<file path="config.mk">
export PLATFORM = sky130hd
export DESIGN_NAME = multicycle_control
export DESIGN_NICKNAME = d
export VERILOG_FILES = /design/src/rtl/multicycle_control.sv
export SDC_FILE = /design/constraint.sdc
export NUM_CORES = 1
export LEC_CHECK = 0
export CAP_MARGIN = 20
export CORE_MARGIN = 2
export CORE_UTILIZATION = 33
export DETAILED_ROUTE_END_ITERATION = 8
export GPL_TIMING_DRIVEN = 1
export MAX_ROUTING_LAYER = met4
export PLACE_DENSITY = 0.91
export SETUP_SLACK_MARGIN = 0.1
export SLEW_MARGIN = 15
export SYNTH_ARGS = -nofsm -noshare
export SYNTH_HDL_FRONTEND = slang
export SYNTH_SLANG_ARGS = --single-unit
export TNS_END_PERCENT = 5
</file>
<file path="constraint.sdc">
create_clock -name clk -period 3.35 [get_ports clk]
set_input_delay 0.67 -clock clk [delete_from_list [all_inputs] [get_ports clk]]
set_output_delay 0.67 -clock clk [all_outputs]
set_load 0.02 [all_outputs]
</file>
<file path="src/rtl/multicycle_control.sv">
// Multi-cycle control unit for an RV32I-subset core.
// Sequences FETCH -> DECODE -> EXEC -> [MEM] -> [WB] and drives the datapath strobes and muxes.
// Ports:
//   clk, reset        clock and synchronous active-high reset
//   instr             instruction register contents (stable from DECODE onward)
//   mem_ready         memory handshake acknowledge (only meaningful while mem_req=1)
//   alu_zero          ALU zero flag, valid in EXEC
//   imm               sign-extended immediate, combinational from instr
//   alu_op            0 ADD 1 SUB 2 AND 3 OR 4 XOR 5 SLT 6 SLL 7 SRL 8 SRA 9 SLTU
//   alu_src_a         0 rs1, 1 pc, 2 zero;  alu_src_b: 0 rs2, 1 imm
//   wb_sel            0 ALU, 1 load data, 2 pc+4
//   rf_we, mem_req, mem_we, ir_we, pc_we, pc_sel (0 pc+4, 1 pc+imm), illegal
//   state             current state code for debug
module multicycle_control #(
    parameter int XLEN = 32
) (
    input  logic            clk,
    input  logic            reset,
    input  logic [31:0]     instr,
    input  logic            mem_ready,
    input  logic            alu_zero,
    output logic [XLEN-1:0] imm,
    output logic [3:0]      alu_op,
    output logic [1:0]      alu_src_a,
    output logic            alu_src_b,
    output logic [1:0]      wb_sel,
    output logic            rf_we,
    output logic            mem_req,
    output logic            mem_we,
    output logic            ir_we,
    output logic            pc_we,
    output logic            pc_sel,
    output logic            illegal,
    output logic [2:0]      state
);

    typedef enum logic [2:0] {
        StFetch  = 3'd0,
        StDecode = 3'd1,
        StExec   = 3'd2,
        StMem    = 3'd3,
        StWb     = 3'd4,
        StTrap   = 3'd5
    } state_e;

    localparam logic [3:0] AluAdd  = 4'd0;
    localparam logic [3:0] AluSub  = 4'd1;
    localparam logic [3:0] AluAnd  = 4'd2;
    localparam logic [3:0] AluOr   = 4'd3;
    localparam logic [3:0] AluXor  = 4'd4;
    localparam logic [3:0] AluSlt  = 4'd5;
    localparam logic [3:0] AluSll  = 4'd6;
    localparam logic [3:0] AluSrl  = 4'd7;
    localparam logic [3:0] AluSra  = 4'd8;
    localparam logic [3:0] AluSltu = 4'd9;

    state_e state_q, state_d;

    logic [6:0]  opcode;
    logic [2:0]  funct3;
    logic        is_op, is_opimm, is_load, is_store, is_branch, is_lui, is_jal, legal;
    logic        br_taken;
    logic [31:0] imm32;
    logic [3:0]  alu_dec;

    assign opcode = instr[6:0];
    assign funct3 = instr[14:12];

    assign is_op     = (opcode == 7'b0110011);
    assign is_opimm  = (opcode == 7'b0010011);
    assign is_load   = (opcode == 7'b0000011) && (funct3 == 3'b010);
    assign is_store  = (opcode == 7'b0100011) && (funct3 == 3'b010);
    assign is_branch = (opcode == 7'b1100011) && (funct3[2:1] == 2'b00);
    assign is_lui    = (opcode == 7'b0110111);
    assign is_jal    = (opcode == 7'b1101111);
    assign legal     = is_op | is_opimm | is_load | is_store | is_branch | is_lui | is_jal;

    // funct3[0] distinguishes bne from beq
    assign br_taken = funct3[0] ? ~alu_zero : alu_zero;

    always_comb begin
        imm32 = 32'd0;
        unique case (1'b1)
            is_opimm, is_load: imm32 = {{20{instr[31]}}, instr[31:20]};
            is_store:  imm32 = {{20{instr[31]}}, instr[31:25], instr[11:7]};
            is_branch: imm32 = {{20{instr[31]}}, instr[7], instr[30:25], instr[11:8], 1'b0};
            is_lui:    imm32 = {instr[31:12], 12'd0};
            is_jal:    imm32 = {{12{instr[31]}}, instr[19:12], instr[20], instr[30:21], 1'b0};
            default:   imm32 = 32'd0;
        endcase
    end

    assign imm = XLEN'($signed(imm32));

    // instr[30] is imm[10] for OP-IMM, so it only selects SUB for register-register ops
    always_comb begin
        alu_dec = AluAdd;
        case (funct3)
            3'b000:  alu_dec = (is_op && instr[30]) ? AluSub : AluAdd;
            3'b001:  alu_dec = AluSll;
            3'b010:  alu_dec = AluSlt;
            3'b011:  alu_dec = AluSltu;
            3'b100:  alu_dec = AluXor;
            3'b101:  alu_dec = instr[30] ? AluSra : AluSrl;
            3'b110:  alu_dec = AluOr;
            default: alu_dec = AluAnd;
        endcase
    end

    always_ff @(posedge clk) begin
        if (reset) begin
            state_q <= StFetch;
        end else begin
            state_q <= state_d;
        end
    end

    always_comb begin
        state_d = state_q;
        case (state_q)
            StFetch:  if (mem_ready) state_d = StDecode;
            StDecode: state_d = legal ? StExec : StTrap;
            StExec: begin
                if (is_load || is_store) state_d = StMem;
                else if (is_branch)      state_d = StFetch;
                else                     state_d = StWb;
            end
            StMem:    if (mem_ready) state_d = is_load ? StWb : StFetch;
            StWb:     state_d = StFetch;
            StTrap:   state_d = StTrap;
            default:  state_d = StFetch;
        endcase
    end

    // Everything is held at idle while reset is high, even before the state register updates
    always_comb begin
        alu_op    = AluAdd;
        alu_src_a = 2'd0;
        alu_src_b = 1'b0;
        wb_sel    = 2'd0;
        rf_we     = 1'b0;
        mem_req   = 1'b0;
        mem_we    = 1'b0;
        ir_we     = 1'b0;
        pc_we     = 1'b0;
        pc_sel    = 1'b0;
        illegal   = 1'b0;
        if (!reset) begin
            case (state_q)
                StFetch: begin
                    mem_req = 1'b1;
                    ir_we   = mem_ready;
                    pc_we   = mem_ready;
                end
                StExec: begin
                    if (is_op || is_opimm) begin
                        alu_op    = alu_dec;
                        alu_src_b = is_opimm;
                    end else if (is_load || is_store) begin
                        alu_src_b = 1'b1;
                    end else if (is_branch) begin
                        alu_op = AluSub;
                        pc_we  = br_taken;
                        pc_sel = br_taken;
                    end else if (is_lui) begin
                        alu_src_a = 2'd2;
                        alu_src_b = 1'b1;
                    end else if (is_jal) begin
                        pc_we  = 1'b1;
                        pc_sel = 1'b1;
                    end
                end
                StMem: begin
                    mem_req = 1'b1;
                    mem_we  = is_store;
                end
                StWb: begin
                    rf_we  = 1'b1;
                    wb_sel = is_load ? 2'd1 : (is_jal ? 2'd2 : 2'd0);
                end
                StTrap:  illegal = 1'b1;
                default: ;
            endcase
        end
    end

    assign state = state_q;

endmodule
</file>
==> Word-level counts from Yosys, hierarchy flattened <==
Cells that the tools add are included.
{ "op_classes": {"n_addsub": 0, "multipliers": 0, "n_div": 0, "magnitude_cmp": 0, "n_eq_ne": 20, "n_shift": 0, "mux": 52, "bitwise": 7, "reduce_logical": 12} }
{ "ops": {"columns": ["op", "count"], "rows": [
  ["one-hot mux 32 bit (5 select lines)", 1],
  ["2-to-1 mux 1 bit", 28],
  ["one-hot mux 4 bit (7 select lines)", 1],
  ["equality test 7 x 6 -> 1 bit, second input constant", 3],
  ["2-to-1 mux 2 bit", 10],
  ["2-to-1 mux 3 bit", 6],
  ["2-to-1 mux 4 bit", 4],
  ["equality test 3 bit, second input constant", 5],
  ["one-hot mux 3 bit (5 select lines)", 1],
  ["equality test 7 bit, second input constant", 2],
  ["equality test 3 x 2 -> 1 bit, second input constant", 4],
  ["equality test 7 x 2 -> 1 bit, second input constant", 1],
  ["equality test 7 x 5 -> 1 bit, second input constant", 1],
  ["equality test 3 x 1 -> 1 bit, second input constant", 2],
  ["zero test 3 bit", 2],
  ["OR 1 bit", 6],
  ["logical AND 1 bit", 4],
  ["inequality test 2 bit, second input constant", 2],
  ["OR reduction 2 bit", 2],
  ["zero test 2 bit", 1],
  ["logical OR 1 bit", 2],
  ["one-hot mux 1 bit (2 select lines)", 1],
  ["AND reduction 2 bit", 1],
  ["NOT 1 bit", 1]
]} }
{ "word_totals": {"reg_bits": 3, "latchBits": 0, "ram_bits": 0, "rom_bits": 0, "elab_cells": 92, "mem_count": 0} }

==> Logic depth before layout (Yosys ltp) <==
Gate-level depths: netlist (run 1).
{ "depth": {"depth_word": 9, "ltp_mapped": 6, "mapped_depth_nobuf": 4} }

==> Worst setup path before layout (run 1) <==
OpenSTA, ideal clock, no wires.
{ "synth_timing": {"kind": "input -> output", "from": "in instr[13]", "to": "out pc_we", "arrival_ns": 2.463, "required_ns": 2.680, "path_slack_ns": 0.217, "path_stages": 5, "path_cell_list": "buf_2 -> nor4_2 -> o2111ai_1 -> a2111o_1 -> a2111oi_1"} }
{ "synth_via": {"elab_chain_cells": 7} }
{ "synth_rtl": {"columns": ["element", "line_no", "rtl"], "rows": [
  ["start, declared", "19", "input logic [31:0] instr,"],
  ["equality test 3 x 2 -> 1 bit / zero test 2 bit (equally long branches)", "71, 72, 73", null],
  ["logical AND 1 bit, on equally long branches", "71, 72, 73", null],
  ["logical OR 1 bit / 2-to-1 mux 1 bit (equally long branches)", "159, 161", null],
  ["2-to-1 mux 1 bit *", "159", "end else if (is_load || is_store) begin"],
  ["2-to-1 mux 1 bit *", "156", "if (is_op || is_opimm) begin"],
  ["one-hot mux 1 bit (2 select lines) *", "149", "case (state_q)"],
  ["2-to-1 mux 1 bit *", "148", "if (!reset) begin"],
  ["end, declared", "31", "output logic pc_we,"]
]} }
Every way passes the cells marked *; elsewhere a longest branch is shown, timed or not.

==> Worst setup path in the final report (run 1) <==
Same ends and word-level chain as after synthesis.

==> out/summary.txt, run 1 <==
outcome = finished, final reports clean
Chip Height = 60.3 µm
most frequent cells in the layout = buf_4 (47), clkdlybuf4s50_1 (39), dlygate4sd2_1 (20)
Std-Cell Rows = 20
CP max-delay cell = clkdlybuf4s50_1
initial antenna violation count = 0
per-instance average area after synthesis = 6.84 µm²
CP Capture Type = primary output
Synth area leaders = a21o_1 (13%), nor2b_1 (6.6%), nor2_1 (6.5%)
largest net degree at the start of global routing = 13
Core Region = 3030 µm²
GPL Wtd Cong = 0.983
RSZ-0062 raised after global routing = true
register area share after synthesis = 5.74%
skew final = 3.47 ps
clock latency on the worst-skew pair = 240 ps
# fillers = 236
Worst Hold Depth = 1
clock root buffer = clkbuf_4
Post-Syn Area = 1050 µm²
leakage power = 1.18 nW
Final Util = 72.2%
Die X = 60.3 µm
clk buf depth = 2
DPL Wire Length = 3610 µm
reg2reg start = state[2]
fin crit share = 97.9%
# diodes = 0
commonest non-fill, non-tap cell in the layout = buf_4
pwr/cell area = 127 nW/µm²
biggest area consumer among synthesized cells = a21o_1
Detail Route Antenna Nets = 0
first-pass GRT wire length = 6930 µm
vias per cell = 5.48
Area growth syn-to-layout = 109%
worst slack, placed = -394 ps
Post-Syn Instances = 153
IO buf count = 85
hold_ws = 667 ps
Vias = 1725
Synth Register Bits = 3
Hold Violations, Final = 0
die area = 3640 µm²
WL per Instance = 15.0 µm
Crit Path Class = in -> out
Fmax = 305 MHz
initial core utilization = 34.5%
Starting DRT DRC Count = 93
Final Max Slew Viols = 0
Post-Syn Nets = 189
Final Routed Wirelength = 4730 µm
Worst Hold Launch = state[1]
Top cell by count, worst path = buf_4
Reg clk slew, reported paths = 40 ps
# DRC = 0
CTS H-tree lvls = 1
Cell variety after synth = 49
overall global routing resource usage = 25.1%
clk sinks = 3
R2R depth = 5
max reg flops = 3
Critical Path Source = instr[13]
GR Overflow Total = 0
Crit path largest cell delay = 410 ps
IO Count = 87
RR Endpoint = state[1]
CP Cell Sequence = clkdlybuf4s50_1, buf_4, nor4_4, o2111ai_1, a2111o_1, a2111oi_2, buf_4
final worst setup slack = 71.0 ps
vias in the first global route = 1603
TritonCTS clock tree = built
max_cap viols = 0
proportion of layout cells with a drive suffix above 1 = 29.5%
yosys warns = 0
Critical Path Fanout Max = 5
Synth top area share = 12.9%
Inserted Clock Buffers = 3
Hold Path Sink = state[1]
min cycle time layout = 3280 ps
CP Data Required Time = 2680 ps
Worst setup SP type = input port
Pre-Repair DR Iteration Count = 4
Nets = 308
Hold Crit Class = reg -> reg
final setup violation count = 0
WP data arrival = 2610 ps
reg-to-reg setup timing slack = 1800 ps
Peak VDD IR = 0.135 mV
## worst max-delay path: cells and delay by family
family / cells / cell delay (ps)
AND/OR/NAND/NOR: 1 / 250
buffers and inverters: 3 / 770
AO/OA/AOI/OAI: 3 / 900
## cell type report
class	count	area [µm²]	share of cell area, %
repair buffers	126	1080	49.4
multi-input cells	133	946	43.3
clock buffers	4	26.3	1.20
inverters	5	18.8	0.859
well taps	44	55.1	2.52
flip-flops and latches	3	60.1	2.75
## what timing repair did
action,CTS,global route
endpoints found under the hold margin,0,0
buffers inserted,0,1
endpoints found under the setup margin,42,35
resized for setup,117,15
pin swaps,1,3
hold buffers,0,0
gates cloned,0,0
## stage by stage
step | instance area [µm²] | cells | power, mW | TNS [ps]
finish | 2190 | 315 | 0.277 | 0
global route | 2190 | 315 | 0.294 | -44.6
CTS | 2150 | 314 | 0.275 | -22.0
detailed placement | 2180 | 310 | 0.206 | -12460
global placement | 2180 | 310 | 0.202 | -11250
floorplan | 1050 | 153 | 0.111 | 0
## logic make-up after synthesis
logic type / synth area share [%]
simple gates: 42.0
other cells: 0.359
flops: 5.74
xor+xnor: 0.837
buf+inv: 8.25
compound gates: 42.8
## synthesized netlist by cell type (all sizes together)
master / n
nand2b: 5
or4: 1
and2: 4
conb: 1
a311oi: 1
a211oi: 1
a21oi: 6
o221ai: 1
nand2: 5
nor2b: 11
or2b: 1
o2111ai: 3
a2bb2oi: 1
a22o: 5
or3b: 1
nor4bb: 3
or3: 2
o22ai: 1
a21boi: 2
a21o: 18
a22oi: 2
o311a: 1
a2111o: 1
dfxtp: 3
nand4bb: 1
nor4: 1
nor3b: 5
a2111oi: 1
and3: 2
and4b: 1
o221a: 1
o21ai: 7
nor3: 6
o41ai: 1
xnor2: 1
a211o: 1
nor2: 18
buf: 6
and3b: 2
a311o: 1
clkbuf: 6
nand3: 3
inv: 5
or4b: 1
o211ai: 3
## report_power, final
| group | internal [mW] | switching [mW] | total [mW] |
|---|---|---|---|
| Sequential | 0.0382 | 0.00628 | 0.0445 |
| Combinational | 0.0924 | 0.0741 | 0.167 |
| Clock | 0.0448 | 0.0217 | 0.0665 |
| Total | 0.175 | 0.102 | 0.277 |
## worst max-delay path by stage
stage                            to  slack (ps)  cells past startpoint
after global placement      imm[13]        -360                      8
final                         pc_we          70                      7
after global routing          pc_we         -40                      7
after floorplan               pc_we         220                      5
after detailed placement      pc_we        -390                      6
after CTS                 alu_op[1]         -20                      6
## routing by layer
layer,share of wire [%],vias to the layer above,track usage (%)
met4,1.2,0,11.1
li1,-,814,-
met5,0,-,-
met1,39,826,26.5
met3,7.9,6,4.11
met2,52,79,45.2
Power figures use the tool's default switching activity.
==> inputs of run 2 (changes only) <==
--- a/config.mk
+++ b/config.mk
@@ -7,11 +7,12 @@
 export LEC_CHECK = 0
 export CAP_MARGIN = 20
 export CORE_MARGIN = 2
-export CORE_UTILIZATION = 33
+export CORE_UTILIZATION = 60
 export DETAILED_ROUTE_END_ITERATION = 8
+export DONT_BUFFER_PORTS = 1
 export GPL_TIMING_DRIVEN = 1
 export MAX_ROUTING_LAYER = met4
-export PLACE_DENSITY = 0.91
+export PLACE_DENSITY = 0.76
 export SETUP_SLACK_MARGIN = 0.1
 export SLEW_MARGIN = 15
 export SYNTH_ARGS = -nofsm -noshare
==> out/summary.txt, run 2 (same netlist as run 1, synthesis figures left out) <==
outcome = finished, final reports clean
overall global routing resource usage = 30.1%
part of the power in the clock network = 35.9%
Area growth syn-to-layout = 3.83%
Critical Path Fanout Max = 10
Hold Violations, Final = 0
Final Util = 64.3%
CTS H-tree lvls = 1
reg-to-reg setup timing slack = 1760 ps
min cycle time layout = 2900 ps
initial antenna violation count = 0
hold_buf cts = 0
initial core utilization = 61.9%
clk sinks = 3
skew final = 6.83 ps
Worst setup SP type = input port
fin crit share = 86.5%
WP data arrival = 2230 ps
Detail Route Antenna Nets = 0
Setup Total Neg Slack = 0 ps
die area = 2090 µm²
Die X = 45.8 µm
CP endpoint = imm[31]
DPL Wire Length = 2540 µm
vias in the first global route = 986
Crit Path Class = in -> out
Pre-Repair DR Iteration Count = 4
reg2reg start = state[2]
Critical Path Source = instr[4]
TritonCTS clock tree = built
Inserted Clock Buffers = 3
pwr/cell area = 159 nW/µm²
Core Region = 1690 µm²
final setup violation count = 0
Pwr Total = 173 µW
Chip Height = 45.8 µm
Starting DRT DRC Count = 41
Worst Max-Slew Pin Slew = 682 ps
most frequent cells in the layout = nor2_1 (18), a21o_1 (18), nor2b_1 (11)
leakage power = 0.516 nW
IO Count = 87
part of the power in combinational logic = 36.9%
CP Data Required Time = 2680 ps
IO buf count = 0
Placed Cells incl. Taps = 166
Final Routed Wirelength = 3250 µm
WL per Instance = 19.1 µm
Final Max Slew Viols = 0
final cell count without fillers = 170
largest net degree at the start of global routing = 14
setup bufs post-CTS = 0
Std-Cell Rows = 15
Peak VDD IR = 0.240 mV
clk buf depth = 2
Nets = 190
proportion of layout cells with a drive suffix above 1 = 12.4%
RSZ-0062 raised after global routing = false
max reg flops = 3
GR Overflow Total = 0
# DRC = 0
GPL Wtd Cong = 0.904
Psw = 63.0 µW
Flop pwr share = 27.2%
Rel. slew slack = 53.9%
clock latency on the worst-skew pair = 230 ps
Fmax = 345 MHz
R2R depth = 5
Vias = 1225
CP Capture Type = primary output
cts repair resizes = 0
Cell Int Power = 110 µW
max_cap viols = 0
vias per cell = 7.21
Reg clk slew, reported paths = 40 ps
clock root buffer = clkbuf_4
first-pass GRT wire length = 4600 µm
# diodes = 0
switch share = 36.4%
RR Endpoint = state[1]
Hold Crit Class = in -> reg
-- run 2: changes by cell type in the layout (fill, tap and decap cells not counted), moves of 3 or more --
cell,delta
buf_4,-39
buf_2,-11
nor3b_1,+3
clkdlybuf4s15_2,-3
clkdlybuf4s50_1,-39
nor3b_2,-3
dlymetal6s2s_1,-4
dlygate4sd2_1,-20
-- run 2: final cells by class --
| type | count | area (µm²) |
|---|---|---|
| multi-input combinational | 133 | 900 |
| clock buffer | 4 | 26.3 |
| timing repair buffer | 8 | 60.1 |
| inverter | 5 | 18.8 |
| fill | 158 | 603 |
| tap | 17 | 21.3 |
| sequential | 3 | 60.1 |
-- run 2: metal layers --
| metal | track usage, % | share of wire (%) | vias up |
|---|---|---|---|
| li1 | - | - | 579 |
| met1 | 42.8 | 43 | 568 |
| met2 | 45.9 | 48 | 74 |
| met3 | 2.78 | 8.9 | 4 |
| met4 | 6.86 | 0.65 | 0 |
| met5 | - | 0 | - |
-- run 2: through the flow --
| step | worst slack [ps] | hold slack (ps) | cell area [µm²] |
|---|---|---|---|
| floorplan | 217 | 675 | 1050 |
| global placement | 491 | 761 | 1060 |
| detailed placement | 465 | 772 | 1060 |
| CTS | 460 | 683 | 1090 |
| global route | 305 | 702 | 1090 |
| finish | 451 | 690 | 1090 |
-- run 2: critical path: stages --
cell and delay (ps):
or4b_4 530, a211o_1 360, and2_1 260, a21oi_1 410
-- run 2: power by group through the flow --
stage                     Combinational [mW]  Clock [mW]  Sequential (mW)
after detailed placement              0.0631           0           0.0474
after global routing                  0.0694      0.0672           0.0480
after floorplan                       0.0682           0           0.0426
after CTS                             0.0633      0.0643           0.0469
after global placement                0.0620           0           0.0472
final                                 0.0639      0.0621           0.0471
-- run 2: worst min-delay path by stage --
stage | cells after the start | from | slack, ps | end
floorplan | 1 | state[1] | 680 | state[1]
global placement | 1 | state[1] | 760 | state[1]
detailed placement | 1 | state[1] | 770 | state[1]
CTS | 2 | mem_ready | 680 | state[0]
global route | 2 | mem_ready | 700 | state[0]
finish | 2 | mem_ready | 690 | state[0]
==> inputs of run 3 (changes only) <==
--- a/config.mk
+++ b/config.mk
@@ -7,12 +7,10 @@
 export LEC_CHECK = 0
 export CAP_MARGIN = 20
 export CORE_MARGIN = 2
-export CORE_UTILIZATION = 60
+export CORE_UTILIZATION = 35
 export DETAILED_ROUTE_END_ITERATION = 8
 export DONT_BUFFER_PORTS = 1
-export GPL_TIMING_DRIVEN = 1
 export MAX_ROUTING_LAYER = met4
-export PLACE_DENSITY = 0.76
 export SETUP_SLACK_MARGIN = 0.1
 export SLEW_MARGIN = 15
 export SYNTH_ARGS = -nofsm -noshare
==> out/summary.txt, run 3 (same netlist as run 1, synthesis figures left out) <==
IO Count = 87
Peak VDD IR = 0.100 mV
clock latency on the worst-skew pair = 230 ps
Final Util = 39.1%
initial core utilization = 37.3%
# diodes = 0
Pre-Repair DR Iteration Count = 6
Nets = 189
Core Region = 2810 µm²
cts repair resizes = 0
CP Capture Type = primary output
Seq. cell area = 60.1 µm²
hold_ws = 669 ps
Std-Cell Rows = 19
fin crit share = 86.5%
GPL Wtd Cong = 0.909
Worst setup SP type = input port
GR Overflow Total = 0
max reg flops = 3
Die X = 58.7 µm
WL per Instance = 17.5 µm
Rel. slew slack = 54.0%
Fmax = 345 MHz
DPL Wire Length = 2590 µm
Hold Violations, Final = 0
Area after DPL = 1070 µm²
Setup Total Neg Slack = 0 ps
RSZ-0062 raised after global routing = false
pwr/cell area = 157 nW/µm²
most frequent cells in the layout = nor2_1 (18), a21o_1 (18), nor2b_1 (11)
multi-input logic area = 900 µm²
clk sinks = 3
vias in the first global route = 1080
CTS H-tree lvls = 1
Final Max Slew Viols = 0
Reg clk slew, reported paths = 40 ps
Final Routed Wirelength = 3210 µm
outcome = complete, but fails checks
hold_buf cts = 0
CP Data Required Time = 2680 ps
fin area = 1100 µm²
die area = 3440 µm²
violated checks = DRC
proportion of layout cells with a drive suffix above 1 = 11.8%
final setup violation count = 0
min cycle time layout = 2900 ps
# DRC = 7
leakage power = 0.511 nW
Inserted Clock Buffers = 3
TritonCTS clock tree = built
# fillers = 303
max_cap viols = 0
overall global routing resource usage = 18.2%
Hold Crit Class = in -> reg
Critical Path Fanout Max = 10
Area growth syn-to-layout = 4.78%
clock root buffer = clkbuf_4
Detail Route Antenna Nets = 0
IO buf count = 0
largest net degree at the start of global routing = 14
clk buf depth = 2
Crit Path Class = in -> out
Worst Max-Slew Pin Slew = 681 ps
vias per cell = 6.44
Vias = 1178
Starting DRT DRC Count = 35
skew final = 1.19 ps
initial antenna violation count = 0
WP data arrival = 2230 ps
first-pass GRT wire length = 4840 µm
Chip Height = 58.7 µm
setup bufs post-CTS = 0
run 3: cell types whose count changed in the layout (fill, tap and decap cells not counted):
cell | before | now
buf_4 | 8 | 7
run 3: cell type report:
class,instances,share of cell area [%]
repair buffers,7,4.79
well taps,31,3.54
clock buffers,4,2.40
multi-input cells,133,82.1
flip-flops and latches,3,5.48
inverters,5,1.71
run 3: per-stage QoR:
stage / setup WS [ps] / cells / total power [mW]
final: 452 / 183 / 0.172
after global routing: 402 / 183 / 0.184
after CTS: 457 / 183 / 0.175
after detailed placement: 461 / 179 / 0.110
after global placement: 474 / 179 / 0.110
after floorplan: 217 / 153 / 0.111
run 3: final timing paths:
path             from  cells after the start        to  slack (ps)
min             reset                      3  state[2]         670
min reg2reg  state[1]                      1  state[1]         780
max reg2reg  state[2]                      5  state[1]        1770
max          instr[4]                      4   imm[31]         450
run 3: report_power, final:
| group | leakage, nW | internal (mW) | switching (mW) |
|---|---|---|---|
| Clock | 0.0150 | 0.0445 | 0.0172 |
| Sequential | 0.0245 | 0.0382 | 0.00866 |
| Combinational | 0.471 | 0.0274 | 0.0360 |
| Total | 0.511 | 0.110 | 0.0619 |
run 3: per-layer routing:
layer	vias up	GRT usage (%)	routed length, µm
li1	573	-	-
met1	548	24.1	1410
met2	57	27.4	1540
met5	-	-	0
met4	0	5.52	0
met3	0	4.40	252
run 3: worst max-delay path, stage by stage:
cell and delay (ps):
or4b_4 540, a211o_1 350, and2_1 260, a21oi_1 410
